$ cat src/rtl/arb_pkg.sv
// Shared types and constants for the data-memory arbiter.
package arb_pkg;

  // Which requester is owed read data in the following cycle.
  typedef enum logic [1:0] {
    OWN_NONE = 2'd0,
    OWN_CPU  = 2'd1,
    OWN_DBG  = 2'd2
  } owner_t;

  // Width of the dbg starvation counter; limits STARVE_LIMIT to 1..255.
  localparam int STARVE_CNT_W = 8;

  // Owner to record for a granted access: only reads expect a response.
  function automatic owner_t read_owner(input logic cpu_gnt, input logic cpu_we,
                                        input logic dbg_gnt, input logic dbg_we);
    owner_t o;
    o = OWN_NONE;
    if (cpu_gnt && !cpu_we) o = OWN_CPU;
    else if (dbg_gnt && !dbg_we) o = OWN_DBG;
    return o;
  endfunction

endpackage

$ cat src/rtl/dmem_arbiter.sv
// Two-requester arbiter in front of the single-port data memory.
// cpu has fixed priority; a saturating starvation counter forces a dbg
// grant after STARVE_LIMIT consecutive denied dbg cycles. Read data comes
// back one cycle after the grant and is steered to the port that issued it.
module dmem_arbiter
  import arb_pkg::*;
#(
  parameter int ADDR_WIDTH   = 32,
  parameter int DATA_WIDTH   = 32,
  parameter int STARVE_LIMIT = 4
) (
  input  logic                    clk,
  input  logic                    reset,
  // memory-access stage
  input  logic                    cpu_req,
  input  logic                    cpu_we,
  input  logic [ADDR_WIDTH-1:0]   cpu_addr,
  input  logic [DATA_WIDTH-1:0]   cpu_wdata,
  input  logic [DATA_WIDTH/8-1:0] cpu_be,
  output logic                    cpu_gnt,
  output logic                    cpu_rvalid,
  output logic [DATA_WIDTH-1:0]   cpu_rdata,
  // debug / DMA port
  input  logic                    dbg_req,
  input  logic                    dbg_we,
  input  logic [ADDR_WIDTH-1:0]   dbg_addr,
  input  logic [DATA_WIDTH-1:0]   dbg_wdata,
  input  logic [DATA_WIDTH/8-1:0] dbg_be,
  output logic                    dbg_gnt,
  output logic                    dbg_rvalid,
  output logic [DATA_WIDTH-1:0]   dbg_rdata,
  // memory control bus
  output logic                    mem_en,
  output logic                    mem_we,
  output logic [ADDR_WIDTH-1:0]   mem_addr,
  output logic [DATA_WIDTH-1:0]   mem_wdata,
  output logic [DATA_WIDTH/8-1:0] mem_be,
  input  logic [DATA_WIDTH-1:0]   mem_rdata
);

  localparam logic [STARVE_CNT_W-1:0] LIMIT = STARVE_CNT_W'(STARVE_LIMIT);

  logic [STARVE_CNT_W-1:0] starve_cnt_reg;
  logic [STARVE_CNT_W-1:0] starve_cnt_next;
  owner_t                  rd_owner_reg;
  owner_t                  rd_owner_next;
  logic                    force_dbg;

  assign force_dbg = dbg_req && (starve_cnt_reg == LIMIT);

  // Grant selection: forced dbg, else cpu, else dbg; nothing while in reset.
  always_comb begin
    cpu_gnt = 1'b0;
    dbg_gnt = 1'b0;
    if (!reset) begin
      if (force_dbg)    dbg_gnt = 1'b1;
      else if (cpu_req) cpu_gnt = 1'b1;
      else if (dbg_req) dbg_gnt = 1'b1;
    end
  end

  // Memory bus mirrors the granted port; all fields are zero when idle.
  always_comb begin
    mem_en    = 1'b0;
    mem_we    = 1'b0;
    mem_addr  = '0;
    mem_wdata = '0;
    mem_be    = '0;
    if (cpu_gnt) begin
      mem_en    = 1'b1;
      mem_we    = cpu_we;
      mem_addr  = cpu_addr;
      mem_wdata = cpu_wdata;
      mem_be    = cpu_be;
    end else if (dbg_gnt) begin
      mem_en    = 1'b1;
      mem_we    = dbg_we;
      mem_addr  = dbg_addr;
      mem_wdata = dbg_wdata;
      mem_be    = dbg_be;
    end
  end

  // Next-state for the starvation counter and the read-return owner.
  // A withdrawn dbg request clears the counter, so it never carries over.
  always_comb begin
    starve_cnt_next = starve_cnt_reg;
    if (!dbg_req || dbg_gnt)
      starve_cnt_next = '0;
    else if (starve_cnt_reg < LIMIT)
      starve_cnt_next = starve_cnt_reg + STARVE_CNT_W'(1);
    rd_owner_next = read_owner(cpu_gnt, cpu_we, dbg_gnt, dbg_we);
  end

  // State registers; reset drops any read still in flight.
  always_ff @(posedge clk or posedge reset) begin
    if (reset) begin
      starve_cnt_reg <= '0;
      rd_owner_reg   <= OWN_NONE;
    end else begin
      starve_cnt_reg <= starve_cnt_next;
      rd_owner_reg   <= rd_owner_next;
    end
  end

  // Read return: only the owning port sees valid data, the other reads 0.
  always_comb begin
    cpu_rvalid = (rd_owner_reg == OWN_CPU);
    dbg_rvalid = (rd_owner_reg == OWN_DBG);
    cpu_rdata  = cpu_rvalid ? mem_rdata : '0;
    dbg_rdata  = dbg_rvalid ? mem_rdata : '0;
  end

endmodule

$ cat config.mk
export PLATFORM = sky130hd
export DESIGN_NAME = dmem_arbiter
export DESIGN_NICKNAME = d
export VERILOG_FILES = /design/src/rtl/arb_pkg.sv /design/src/rtl/dmem_arbiter.sv
export SDC_FILE = /design/constraint.sdc
export NUM_CORES = 1
export LEC_CHECK = 0
export ABC_AREA = 1
export CORE_AREA = 2 2 123 125
export CTS_CLUSTER_DIAMETER = 50
export DETAILED_ROUTE_END_ITERATION = 10
export DIE_AREA = 0 0 125 127
export PLACE_DENSITY = 0.62
export SYNTH_ARGS = -nofsm -noshare
export SYNTH_HDL_FRONTEND = slang
export SYNTH_SLANG_ARGS = --single-unit
$ cat constraint.sdc
create_clock -name clk -period 1.7 [get_ports clk]
set_input_delay 0.425 -clock clk [delete_from_list [all_inputs] [get_ports clk]]
set_output_delay 0.425 -clock clk [all_outputs]
set_load 0.02 [all_outputs]
Yosys cells after proc, flatten, opt, wreduce, memory -nomap -nowiden
Index checks and enable logic that the tools add are counted.
{"block": "totals", "register_bits": 10, "in_bits": 174, "out_inout_bits": 138, "wordCells": 38}
{"block": "op_classes", "n_addsub": 1, "order_cmp": 1, "n_eq_ne": 3, "mux": 23, "reduce_logical": 8}
{"operator": "$mux W32", "count": 6}
{"operator": "$mux W8", "count": 2}
{"operator": "$mux W1", "count": 11}
{"operator": "$add A8 B1 Y8 const B", "count": 1}
{"operator": "$eq A8 B3 Y1 const B", "count": 1}
{"operator": "$lt A8 B3 Y1 const B", "count": 1}
{"operator": "$mux W4", "count": 2}
{"operator": "$mux W2", "count": 2}
{"operator": "$logic_and A1 B1 Y1", "count": 3}
{"operator": "$logic_not A1 Y1", "count": 3}
{"operator": "$eq A2 B1 Y1 const B", "count": 1}
{"operator": "$eq A2 B2 Y1 const B", "count": 1}
{"operator": "$reduce_bool A2 Y1", "count": 1}
{"operator": "$logic_or A1 B1 Y1", "count": 1}

Logic depth before layout (Yosys ltp)
{"block": "logic_depth", "depth_word": 7, "mapped_depth": 10, "depth_no_buf": 9}

Worst setup path after synthesis
No wires, ideal clock.
{"block": "synth_timing", "kind": "register -> output", "start": "register starve_cnt_reg[0]", "end": "output port mem_addr[0]", "t_arrival_ps": 1536, "required_time_ps": 1275, "slack_ps": -261, "stages_incl_launch_ff": 9, "path_cell_list": "dfrtp_1 inv_1 ha_1 nand2_1 nor2_2 nand2_4 nand3_4 clkbuf_1 o21ai_0"}
{"block": "synth_via", "elab_chain_len": 6, "elab_cells_between_ends": 8, "cone_classes": "1 x eq/ne; 6 x mux; 1 x reduce/logical"}
{"item": "start: declaration", "line_no": "dmem_arbiter.sv:43", "text": "logic [STARVE_CNT_W-1:0] starve_cnt_reg;"}
{"item": "start signal: assignment", "line_no": "dmem_arbiter.sv:101", "text": "starve_cnt_reg <= starve_cnt_next;"}
{"item": "$eq A8 B3 Y1 *", "line_no": "dmem_arbiter.sv:49", "text": "assign force_dbg = dbg_req && (starve_cnt_reg == LIMIT);"}
{"item": "$logic_and A1 B1 Y1 *", "line_no": "dmem_arbiter.sv:49"}
{"item": "$mux W1", "line_no": "dmem_arbiter.sv:56", "text": "if (force_dbg) dbg_gnt = 1'b1;"}
{"item": "$mux W1", "line_no": "dmem_arbiter.sv:55", "text": "if (!reset) begin"}
{"item": "$mux W32", "line_no": "dmem_arbiter.sv:75", "text": "end else if (dbg_gnt) begin"}
{"item": "$mux W32 *", "line_no": "dmem_arbiter.sv:69", "text": "if (cpu_gnt) begin"}
{"item": "end: declaration", "line_no": "dmem_arbiter.sv:35", "text": "output logic [ADDR_WIDTH-1:0] mem_addr,"}
Mark *: on every way between the ends. The rest lies on a longest branch, timed or not.

Final worst setup path
{"block": "layout_timing", "start": "register starve_cnt_reg[0]", "end": "output port mem_addr[7]"}
Same word-level chain as after synthesis.

==> results.cfg <==
[placement]
port-buffer-count = 311
dp_slack_ps = -1180
dp_hpwl_um = 10300
gp_congestion = 0.754

[yosys]
async_flop_share_pct = 100
synth-seq-area-share_pct = 12.7
yosysUniqueCellTypes = 21
synthFlopType = dfrtp_1
synth_seq_cells = 10
synth_top_area_share_pct = 21.7
syn_area_mm2 = 0.00197
yosysTopAreaCell = inv_1
ys_warn_count = 0
synthCells = 391
synth.area.top_cells = inv_1 (22%), nand3_1 (18%), o21ai_0 (16%), nor2_1 (14%), dfrtp_1 (13%)
syn-mean-instance-area_um2 = 5.04
syn_nets = 567
synth_edf_count = 0

[timing]
relSlewSlack_pct = 80.6
worst_pin_slew_ps = 290
fin_ws_ps = -529
clock_skew_ps = 2.62
setup_violations = 102
fmax_ghz = 0.449
finalHoldViolCount = 0
grt_setup_unrepaired = yes
period_share_pct = 131
slew_viol_final = 0
fin_crit_ps = 2230

[power]
p_seq_share_pct = 10.4
design_power_total_uw = 2460
switching_share_pct = 36.5
power_density_mw_per_mm2 = 347
clkPwrFrac_pct = 18.6
pwr-share-comb_pct = 71.1
leakage_uw = 0.00334
p_switching_uw = 899
ir_drop_mv = 0.250
internal-power_uw = 1560

[route]
firstDrtPassIters = 4
remaining_drc_errors = 0
antenna_left = 0
num_vias = 3784
avgRoutedWirePerCell_um = 15.6
vias_per_cell = 4.10
drtIter0Drc = 65
totalWireLength_um = 14400

[global_route]
grt_pass1_wl_um = 20400
grtUsageTotal_pct = 15.9
antenna_found_initial = 0
overflow = 0
grt_max_degree = 36
grt_pass1_vias = 3768

[setup_path]
crit_path_max_incr_delay_ps = 350
crit_buf_inv = 5
crit_path_max_fanout = 5
path_cells = inv_2 > ha_4 > nand2_4 > nor2_4 > nand2_4 > nand3_4 > buf_8 > buf_12 > buf_12 > o21ai_2 > buf_6
slowest_stage = dfrtp_1
worstPathRequired_ps = 1270
path_class = reg -> out
cp-end-kind = output pin
worstPathArrival_ps = 1800
crit_path_start_kind = flip-flop
cpLargestDelayFamily = buffers and inverters

[hold_path]
hold_class = reg -> reg

[cts]
numCtsBuffers = 3
cts_tree = done
clkTransAtPathRegs_ps = 40
clk_latency_ps = 230
cts-root-buf = clkbuf_16
cts_buffer_depth = 2
cts.htree.levels = 1
clock_sinks = 10

[floorplanning]
start_util_pct = 13.7
die_area_mm2 = 0.0159
fp.dieH_um = 127
top_level_ports = 312
core_mm2 = 0.0144
num_rows = 44
dieWidth_um = 125

[final_layout]
layout_common_cells = clkdlybuf4s50_1 (171), inv_1 (107), buf_6 (96), nor2_1 (54), buf_4 (45)
area_delta_synth_final_pct = 260
largest_reg_flops = 8
drive_gt1_share_pct = 47.2
mostFrequentLayoutCell = clkdlybuf4s50_1
nNetsFinal = 916
diodes = 0

[run_status]
status = finished, violations left
violations = negative setup slack

[flow_run]
maxCapViolCount = 0
power groups by stage:
stage	Sequential, µW	Clock [µW]	Combinational, µW
3_5_place_dp	256	0	1420
4_1_cts	253	470	1640
5_1_grt	255	479	1850
6_report	255	457	1750
3_3_place_gp	256	0	1410
2_1_floorplan	257	0	613
final timing paths:
path	slack (ps)	endpoint	start	cells past startpoint
min reg2reg	480	starve_cnt_reg[5]	starve_cnt_reg[5]	2
max	-530	mem_addr[7]	starve_cnt_reg[0]	11
max reg2reg	-60	starve_cnt_reg[2]	starve_cnt_reg[0]	11
max in group asynchronous	910	starve_cnt_reg[4]	reset	3
min	480	starve_cnt_reg[5]	starve_cnt_reg[5]	2
min in group asynchronous	610	starve_cnt_reg[1]	reset	3
per-stage QoR:
step	area (µm²)	TNS (ps)	hold WS (ps)	std cells	utilization (%)
finish	7090	-33510	481	923	49.1
global route	7090	-41090	526	923	49.1
CTS	6470	-39190	493	915	44.8
detailed placement	5950	-105550	482	883	41.2
global placement	5950	-104390	470	883	41.2
floorplan	2490	-4080	460	391	-
Yosys cell counts (2+ instances only):
cell        n
o21ai_1     6
o21ai_0    62
ha_1        2
dfrtp_1    10
buf_4       5
clkbuf_1   16
nand2_4     2
nor2_1     76
nand2_1    14
buf_2       4
inv_1     114
nand3_1    71
cells by family (layout without fill, tap and decap cells):
| family | Yosys count | count (layout) | share of synthesized area (%) |
|---|---|---|---|
| AOI/OAI and AO/OA | 69 | 69 | 17.6 |
| adders and majority gates | 2 | 2 | 1.27 |
| buffers and inverters | 142 | 490 | 29.7 |
| DFF | 10 | 10 | 12.7 |
| and+or+nand+nor | 168 | 168 | 38.8 |
final cells by class:
cell class / instances / area, µm²
Clock buffer: 4 / 88.8
Timing Repair Buffer: 371 / 3980
Tap cell: 184 / 230
Sequential cell: 10 / 250
Multi-Input combinational cell: 239 / 2100
Fill cell: 1380 / 7330
Inverter: 115 / 437
what timing repair did:
item                                    4_1_cts  5_1_grt
hold buffers                                  0        0
endpoints found under the setup margin      146      129
resized for setup                           739      148
pin swaps                                     6       11
setup buffers                                19        6
gates cloned                                  9        7
worst min-delay path, delay by kind of cell, from the launching register on:
| kind | cells | cell delay [ps] |
|---|---|---|
| buffers and inverters | 1 | 50 |
| DFF | 1 | 310 |
| and+or+nand+nor | 1 | 80 |
layer usage:
metal	share of wire, %	global-route usage, %	wire length (µm)	vias to the layer above
met3	8.4	4.06	1210	13
met1	36	17.6	5130	1677
met4	1.1	2.42	161	0
met2	55	31.1	7930	213
met5	0	0	0	-
li1	-	-	-	1881
Note: power is estimated with default switching activity, not from simulation.
